==> config.mk <==
export PLATFORM = sky130hd
export DESIGN_NAME = chacha_state_gen
export DESIGN_NICKNAME = d
export VERILOG_FILES = /design/src/rtl/chacha_state_gen.sv
export SDC_FILE = /design/constraint.sdc
export NUM_CORES = 2
export LEC_CHECK = 0
export ABC_AREA = 0
export CORE_MARGIN = 2
export CORE_UTILIZATION = 28
export CTS_BUF_LIST = sky130_fd_sc_hd__clkbuf_8 sky130_fd_sc_hd__clkbuf_16
export DETAILED_ROUTE_END_ITERATION = 7
export PLACE_DENSITY = 0.59
export SYNTH_ARGS = -nofsm -noshare
export SYNTH_HDL_FRONTEND = slang
export SYNTH_SLANG_ARGS = --single-unit
==> constraint.sdc <==
create_clock -name clk -period 9.9 [get_ports clk]
set_input_delay 0.99 -clock clk [delete_from_list [all_inputs] [get_ports clk]]
set_output_delay 0.99 -clock clk [all_outputs]
set_load 0.02 [all_outputs]
==> src/rtl/chacha_state_gen.sv <==
// chacha_state_gen
//   Builds ChaCha initial states (constants | key | counter | nonce) for a run
//   of keystream blocks and streams them out over a valid/ready handshake,
//   incrementing the block counter after every accepted state.
//
// Ports
//   clk, reset          rising-edge clock, synchronous active-high reset
//   start               request pulse, accepted only when idle
//   key, nonce          byte strings, byte 0 in the most significant byte
//   counter_init        counter value for the first block
//   num_blocks          number of states to emit (0 = none)
//   busy                high while a request is in progress
//   state_valid/_ready  output handshake
//   state_out           16 x 32-bit words, word i at [32*i +: 32]
//   block_idx           0-based index of the state on state_out
//   done                one-cycle pulse at the end of a request
//   ctr_overflow        sticky: request stopped because the counter would wrap
module chacha_state_gen #(
    parameter int WIDTH       = 32,
    parameter int KEY_WIDTH   = 256,
    parameter int NONCE_WIDTH = 96,
    parameter int OUT_WIDTH   = 512,
    parameter int BLK_WIDTH   = 16
) (
    input  logic                       clk,
    input  logic                       reset,
    input  logic                       start,
    input  logic [KEY_WIDTH-1:0]       key,
    input  logic [NONCE_WIDTH-1:0]     nonce,
    input  logic [128-NONCE_WIDTH-1:0] counter_init,
    input  logic [BLK_WIDTH-1:0]       num_blocks,
    output logic                       busy,
    output logic                       state_valid,
    input  logic                       state_ready,
    output logic [OUT_WIDTH-1:0]       state_out,
    output logic [BLK_WIDTH-1:0]       block_idx,
    output logic                       done,
    output logic                       ctr_overflow
);

    localparam int CTR_WIDTH   = 128 - NONCE_WIDTH;
    localparam int CTR_WORDS   = CTR_WIDTH / 32;
    localparam int NONCE_WORDS = NONCE_WIDTH / 32;

    generate
        if (WIDTH != 32) begin : g_bad_width
            $error("chacha_state_gen: WIDTH must be 32");
        end
        if (KEY_WIDTH != 256 && KEY_WIDTH != 128) begin : g_bad_key
            $error("chacha_state_gen: KEY_WIDTH must be 256 or 128");
        end
        if (NONCE_WIDTH != 96 && NONCE_WIDTH != 64) begin : g_bad_nonce
            $error("chacha_state_gen: NONCE_WIDTH must be 96 or 64");
        end
        if (OUT_WIDTH != 16 * WIDTH) begin : g_bad_out
            $error("chacha_state_gen: OUT_WIDTH must equal 16*WIDTH");
        end
        if (BLK_WIDTH < 1) begin : g_bad_blk
            $error("chacha_state_gen: BLK_WIDTH must be at least 1");
        end
    endgenerate

    typedef enum logic [1:0] {
        IDLE,
        EMIT,
        FIN
    } state_t;

    // Assemble one ChaCha initial state. Byte strings are big-endian in the
    // port vectors while ChaCha words are little-endian, hence the per-byte
    // placement. A 128-bit key is repeated into words 8-11.
    function automatic logic [OUT_WIDTH-1:0] build_state(
        input logic [KEY_WIDTH-1:0]   k,
        input logic [NONCE_WIDTH-1:0] n,
        input logic [CTR_WIDTH-1:0]   c
    );
        logic [OUT_WIDTH-1:0] s;
        int unsigned          kw;
        s = '0;
        s[0*32 +: 32] = 32'h61707865;
        s[1*32 +: 32] = (KEY_WIDTH == 256) ? 32'h3320646e : 32'h3120646e;
        s[2*32 +: 32] = (KEY_WIDTH == 256) ? 32'h79622d32 : 32'h79622d36;
        s[3*32 +: 32] = 32'h6b206574;
        for (int unsigned i = 0; i < 8; i++) begin
            kw = (KEY_WIDTH == 256) ? i : (i % 4);
            for (int unsigned j = 0; j < 4; j++) begin
                s[32*(4+i) + 8*j +: 8] = k[KEY_WIDTH-1-8*(4*kw+j) -: 8];
            end
        end
        for (int unsigned i = 0; i < CTR_WORDS; i++) begin
            s[32*(12+i) +: 32] = c[32*i +: 32];
        end
        for (int unsigned i = 0; i < NONCE_WORDS; i++) begin
            for (int unsigned j = 0; j < 4; j++) begin
                s[32*(12+CTR_WORDS+i) + 8*j +: 8] = n[NONCE_WIDTH-1-8*(4*i+j) -: 8];
            end
        end
        return s;
    endfunction

    state_t                 fsm_q;
    logic [KEY_WIDTH-1:0]   key_q;
    logic [NONCE_WIDTH-1:0] nonce_q;
    logic [CTR_WIDTH-1:0]   ctr_q;
    logic [BLK_WIDTH-1:0]   nblk_q;
    logic [BLK_WIDTH-1:0]   blk_q;
    logic [OUT_WIDTH-1:0]   state_q;
    logic                   valid_q;
    logic                   busy_q;
    logic                   done_q;
    logic                   ovf_q;

    logic [CTR_WIDTH-1:0]   ctr_d;
    logic [OUT_WIDTH-1:0]   next_state_d;
    logic [OUT_WIDTH-1:0]   first_state_d;
    logic                   last_blk;
    logic                   ctr_max;

    always_comb begin
        ctr_d         = ctr_q + CTR_WIDTH'(1);
        next_state_d  = build_state(key_q, nonce_q, ctr_d);
        first_state_d = build_state(key, nonce, counter_init);
        last_blk      = (blk_q == nblk_q - BLK_WIDTH'(1));
        ctr_max       = (ctr_q == '1);
    end

    always_ff @(posedge clk) begin
        if (reset) begin
            fsm_q   <= IDLE;
            key_q   <= '0;
            nonce_q <= '0;
            ctr_q   <= '0;
            nblk_q  <= '0;
            blk_q   <= '0;
            state_q <= '0;
            valid_q <= 1'b0;
            busy_q  <= 1'b0;
            done_q  <= 1'b0;
            ovf_q   <= 1'b0;
        end else begin
            case (fsm_q)
                IDLE: begin
                    done_q <= 1'b0;
                    if (start) begin
                        key_q   <= key;
                        nonce_q <= nonce;
                        ctr_q   <= counter_init;
                        nblk_q  <= num_blocks;
                        ovf_q   <= 1'b0;
                        busy_q  <= 1'b1;
                        if (num_blocks == '0) begin
                            fsm_q <= FIN;
                        end else begin
                            state_q <= first_state_d;
                            blk_q   <= '0;
                            valid_q <= 1'b1;
                            fsm_q   <= EMIT;
                        end
                    end
                end
                EMIT: begin
                    if (valid_q && state_ready) begin
                        if (last_blk) begin
                            valid_q <= 1'b0;
                            fsm_q   <= FIN;
                        end else if (ctr_max) begin
                            // Stop before the counter wraps; the wrapped value is never emitted.
                            ovf_q   <= 1'b1;
                            valid_q <= 1'b0;
                            fsm_q   <= FIN;
                        end else begin
                            ctr_q   <= ctr_d;
                            blk_q   <= blk_q + BLK_WIDTH'(1);
                            state_q <= next_state_d;
                        end
                    end
                end
                FIN: begin
                    // done is registered from FIN, so it appears as busy drops.
                    done_q <= 1'b1;
                    busy_q <= 1'b0;
                    fsm_q  <= IDLE;
                end
                default: begin
                    fsm_q   <= IDLE;
                    valid_q <= 1'b0;
                    busy_q  <= 1'b0;
                    done_q  <= 1'b0;
                end
            endcase
        end
    end

    assign busy         = busy_q;
    assign state_valid  = valid_q;
    assign state_out    = state_q;
    assign block_idx    = blk_q;
    assign done         = done_q;
    assign ctr_overflow = ovf_q;

endmodule

==> parameters.txt <==
Parameter                              Value

Outcome
  Status ... completed

Setup path
  Required time reported for the critical path endpoint ... between 10 and 15 ns
  Worst path arrival time ... approximately 5.4 ns
  Kind of critical path ... primary input to flip-flop
  Worst-path maximum fanout ... between 150 and 200
  Crit start category ... primary input
  Nature of the critical path endpoint ... flip-flop

Clocking
  Post-CTS clock slew at the launch and capture registers of the worst setup and hold paths ... ~0.06 ns
  CTS root buffer ... clkbuf_16
  Deepest level of the CTS H-tree ... 3
  Number of clock sinks ... between 800 and 900
  Number of buffers added to fix hold violations after cts ... 0
  Count of instances resized after the clock tree is built ... 0
  Buffer depth of the longest clock path ... 3
  Clock latency at the later pin of the worst-skew pair ... 0.71 ns
  Post-CTS Setup Inserts ... 0
  TritonCTS clock tree ... yes
  Inserted Clock Buffers ... 92

Yosys
  Post-synthesis sequential area ratio ... about 45%
  Leading cell types by total area after synthesis ... dfxtp_1 (45%), nand2_1 (16%), a311oi_2 (15%)
  Area share of the largest cell type after synthesis ... between 40% and 50%
  Total standard cell area after synthesis ... 35810 µm²
  Most used flip-flop cell after synthesis ... dfxtp_1
  Per-instance average area after synthesis ... 8.285 µm²
  Ys Warns ... 0
  Cell with the most instances after synthesis ... nand2_1
  Number of synthesized flops with an enable pin ... 0
  Count of mapped cells out of synthesis ... 4322
  Cell type with the largest total area after synthesis ... dfxtp_1
  Post-synthesis async set-or-reset flop share ... 0%
  Number of different library cells in the post-synthesis netlist ... 55
  Commonest cells in the synthesized netlist ... nand2_1 (1507), dfxtp_1 (807), nor2_1 (417)
  Flip-flop and latch count after synthesis ... a little over 800

Pwr
  Power density normalized to cell area ... just under 200 nW/µm²
  Max VDD drop ... around 0.15 mV
  Lkg Pwr ... ~17 nW
  Overall power consumption ... roughly 9.4 mW

Detailed routing
  DR pass1 iterations ... 6
  Number of vias per cell after detailed routing ... between 4 and 5
  Total wirelength of the detailed-routed design ... around 120000 µm
  Number of antenna-violating nets in the routed design ... 0
  Routed length per placed instance ... between 15 and 20 µm
  Total vias in the final route ... ~32000
  Number of remaining DRC errors ... 0
  Iteration-0 DRC Markers ... between 2000 and 2500

STA
  Time the worst path needs with I/O delays and setup ... 4.845 ns
  RSZ-0062 raised after global routing ... no
  Final WS setup ... 5.055 ns
  Final Skew ... roughly 0.044 ns
  Final-layout worst hold slack ... around 0.45 ns
  Final Max Slew Viols ... 0
  Total count of hold-check failures in the final report ... 0
  Fraction of the cycle the final worst path needs ... around half
  Setup TNS ... 0 ns
  Tightest Pin Transition ... between 1 and 1.5 ns
  Total of endpoints with negative setup slack in the final report ... 0
  Worst rel slew slack ... between 10% and 20%
  Peak clock frequency supported by timing ... slightly above 0.2 GHz

Global routing
  Number of antenna violations at the first check in global routing ... 28
  Total global-route track usage ... between 15 and 20%
  Global-route wire length before repair ... roughly 180000 µm
  Number of global-route vias before repair ... about 30000
  Largest net degree at the start of global routing ... ~190
  Final global-route overflow total ... 0

Die
  Total I/O pin count ... 936
  Starting utilization of the core area ... approximately 28%
  Cell row count ... 131
  X dimension of the die ... about 360 µm
  Height of the die ... about 360 µm
  Die Area ... ~130000 µm²
  Core box area ... approximately 130000 µm²

Placed design
  Number of placed cells counting well taps ... 6463
  Place WS ... around 4.5 ns
  Global placer's final weighted congestion ... around 0.81
  Detailed-placement wirelength estimate ... 77540 µm
  PortBufs ... 863

Cells and area
  Non-filler cells, final ... roughly 6600
  Fin nets ... between 5000 and 6000
  Area overhead of the layout relative to synthesis ... 32.88%
  Area taken by multi-input logic gates ... between 15000 and 20000 µm²
  Number of filler instances in the final layout ... roughly 13000
  Layout cells sized above 1 ... roughly 11%
  Area used by sequential logic in the layout ... approximately 16000 µm²

Run
  Count of max-cap constraint violations ... 0

Hold path
  Min-Delay Path Class ... flip-flop to flip-flop
-- layer usage --
layer | up-vias | wire [µm] | GRT usage [%]
met5 | - | 145 | 0
met4 | 22 | 3633 | 7.059
met3 | 189 | 8968 | 5.243
met2 | 890 | 57420 | 28.86
met1 | 15190 | 49000 | 20.86
li1 | 15540 | - | -
-- area by class of cell --
type | instances | area share [%]
multi-input combinational | 3090 | 36.24
antenna | 17 | 0.08941
clock buffer | 110 | 5.359
clock inverter | 50 | 0.9441
timing repair buffer | 896 | 18.98
tap | 1662 | 4.371
inverter | 8 | 0.06311
sequential | 807 | 33.96
-- per-stage QoR --
stage / instance area [µm²] / util (%)
finish: 47580 / 37.41
global route: 47570 / 37.40
CTS: 47540 / 37.37
detailed placement: 44540 / 35.02
global placement: 44540 / 35.02
floorplan: 36070 / -
-- where the power goes --
group | internal, mW | switching, mW
sequential | 3.57 | 0.197
combinational | 0.909 | 1.36
clock | 1.94 | 1.45
total | 6.42 | 3.01
-- worst max-delay path: stages --
cell	delay, ns
clkdlybuf4s50_1	0.54
nand2b_1	0.17
a21oi_1	0.56
o21ai_0	0.23
a21oi_1	0.31
and2_4	0.80
buf_4	0.41
buf_12	0.63
nor2_1	0.12
a311oi_2	0.28
-- state kept, by name, indices dropped and copies added (netlist names) --
name,count
block_idx,16
busy,1
ctr_overflow,1
ctr_q,32
done,1
fsm_q,2
key_q,256
nblk_q,16
nonce_q,96
state_out,385
state_valid,1
-- logic make-up after synthesis --
family,synth area share (%)
simple gates,23.24
other cells,0.01047
mux,0.6325
xor+xnor,1.052
fa+ha+maj,0.1048
compound gates,22.26
flops,45.12
buf+inv,7.590
-- placed cells by master, fill, tap and decap left out, types with 22 or more instances in the layout --
cell / synthesis / routed
nor2_1: 417 / 416
nand2_1: 1507 / 1505
o21ai_0: 61 / 61
conb_1: 1 / 72
inv_1: 8 / 33
nand3b_1: 24 / 24
clkdlybuf4s50_1: 0 / 862
dfxtp_1: 807 / 806
clkbuf_16: 0 / 92
buf_4: 128 / 22
xor2_1: 29 / 29
a21oi_1: 397 / 397
a311oi_2: 352 / 352
-- worst paths after layout --
path / end / depth (start not counted) / from / slack [ns]
worst max-delay path: state_out[329] / 10 / start / 5.05
worst min-delay path: state_out[384] / 2 / state_out[384] / 0.45
worst max register to register: state_out[329] / 12 / nblk_q[0] / 5.08
worst min register to register: state_out[384] / 2 / state_out[384] / 0.45
Note: power is estimated with default switching activity, not from simulation.
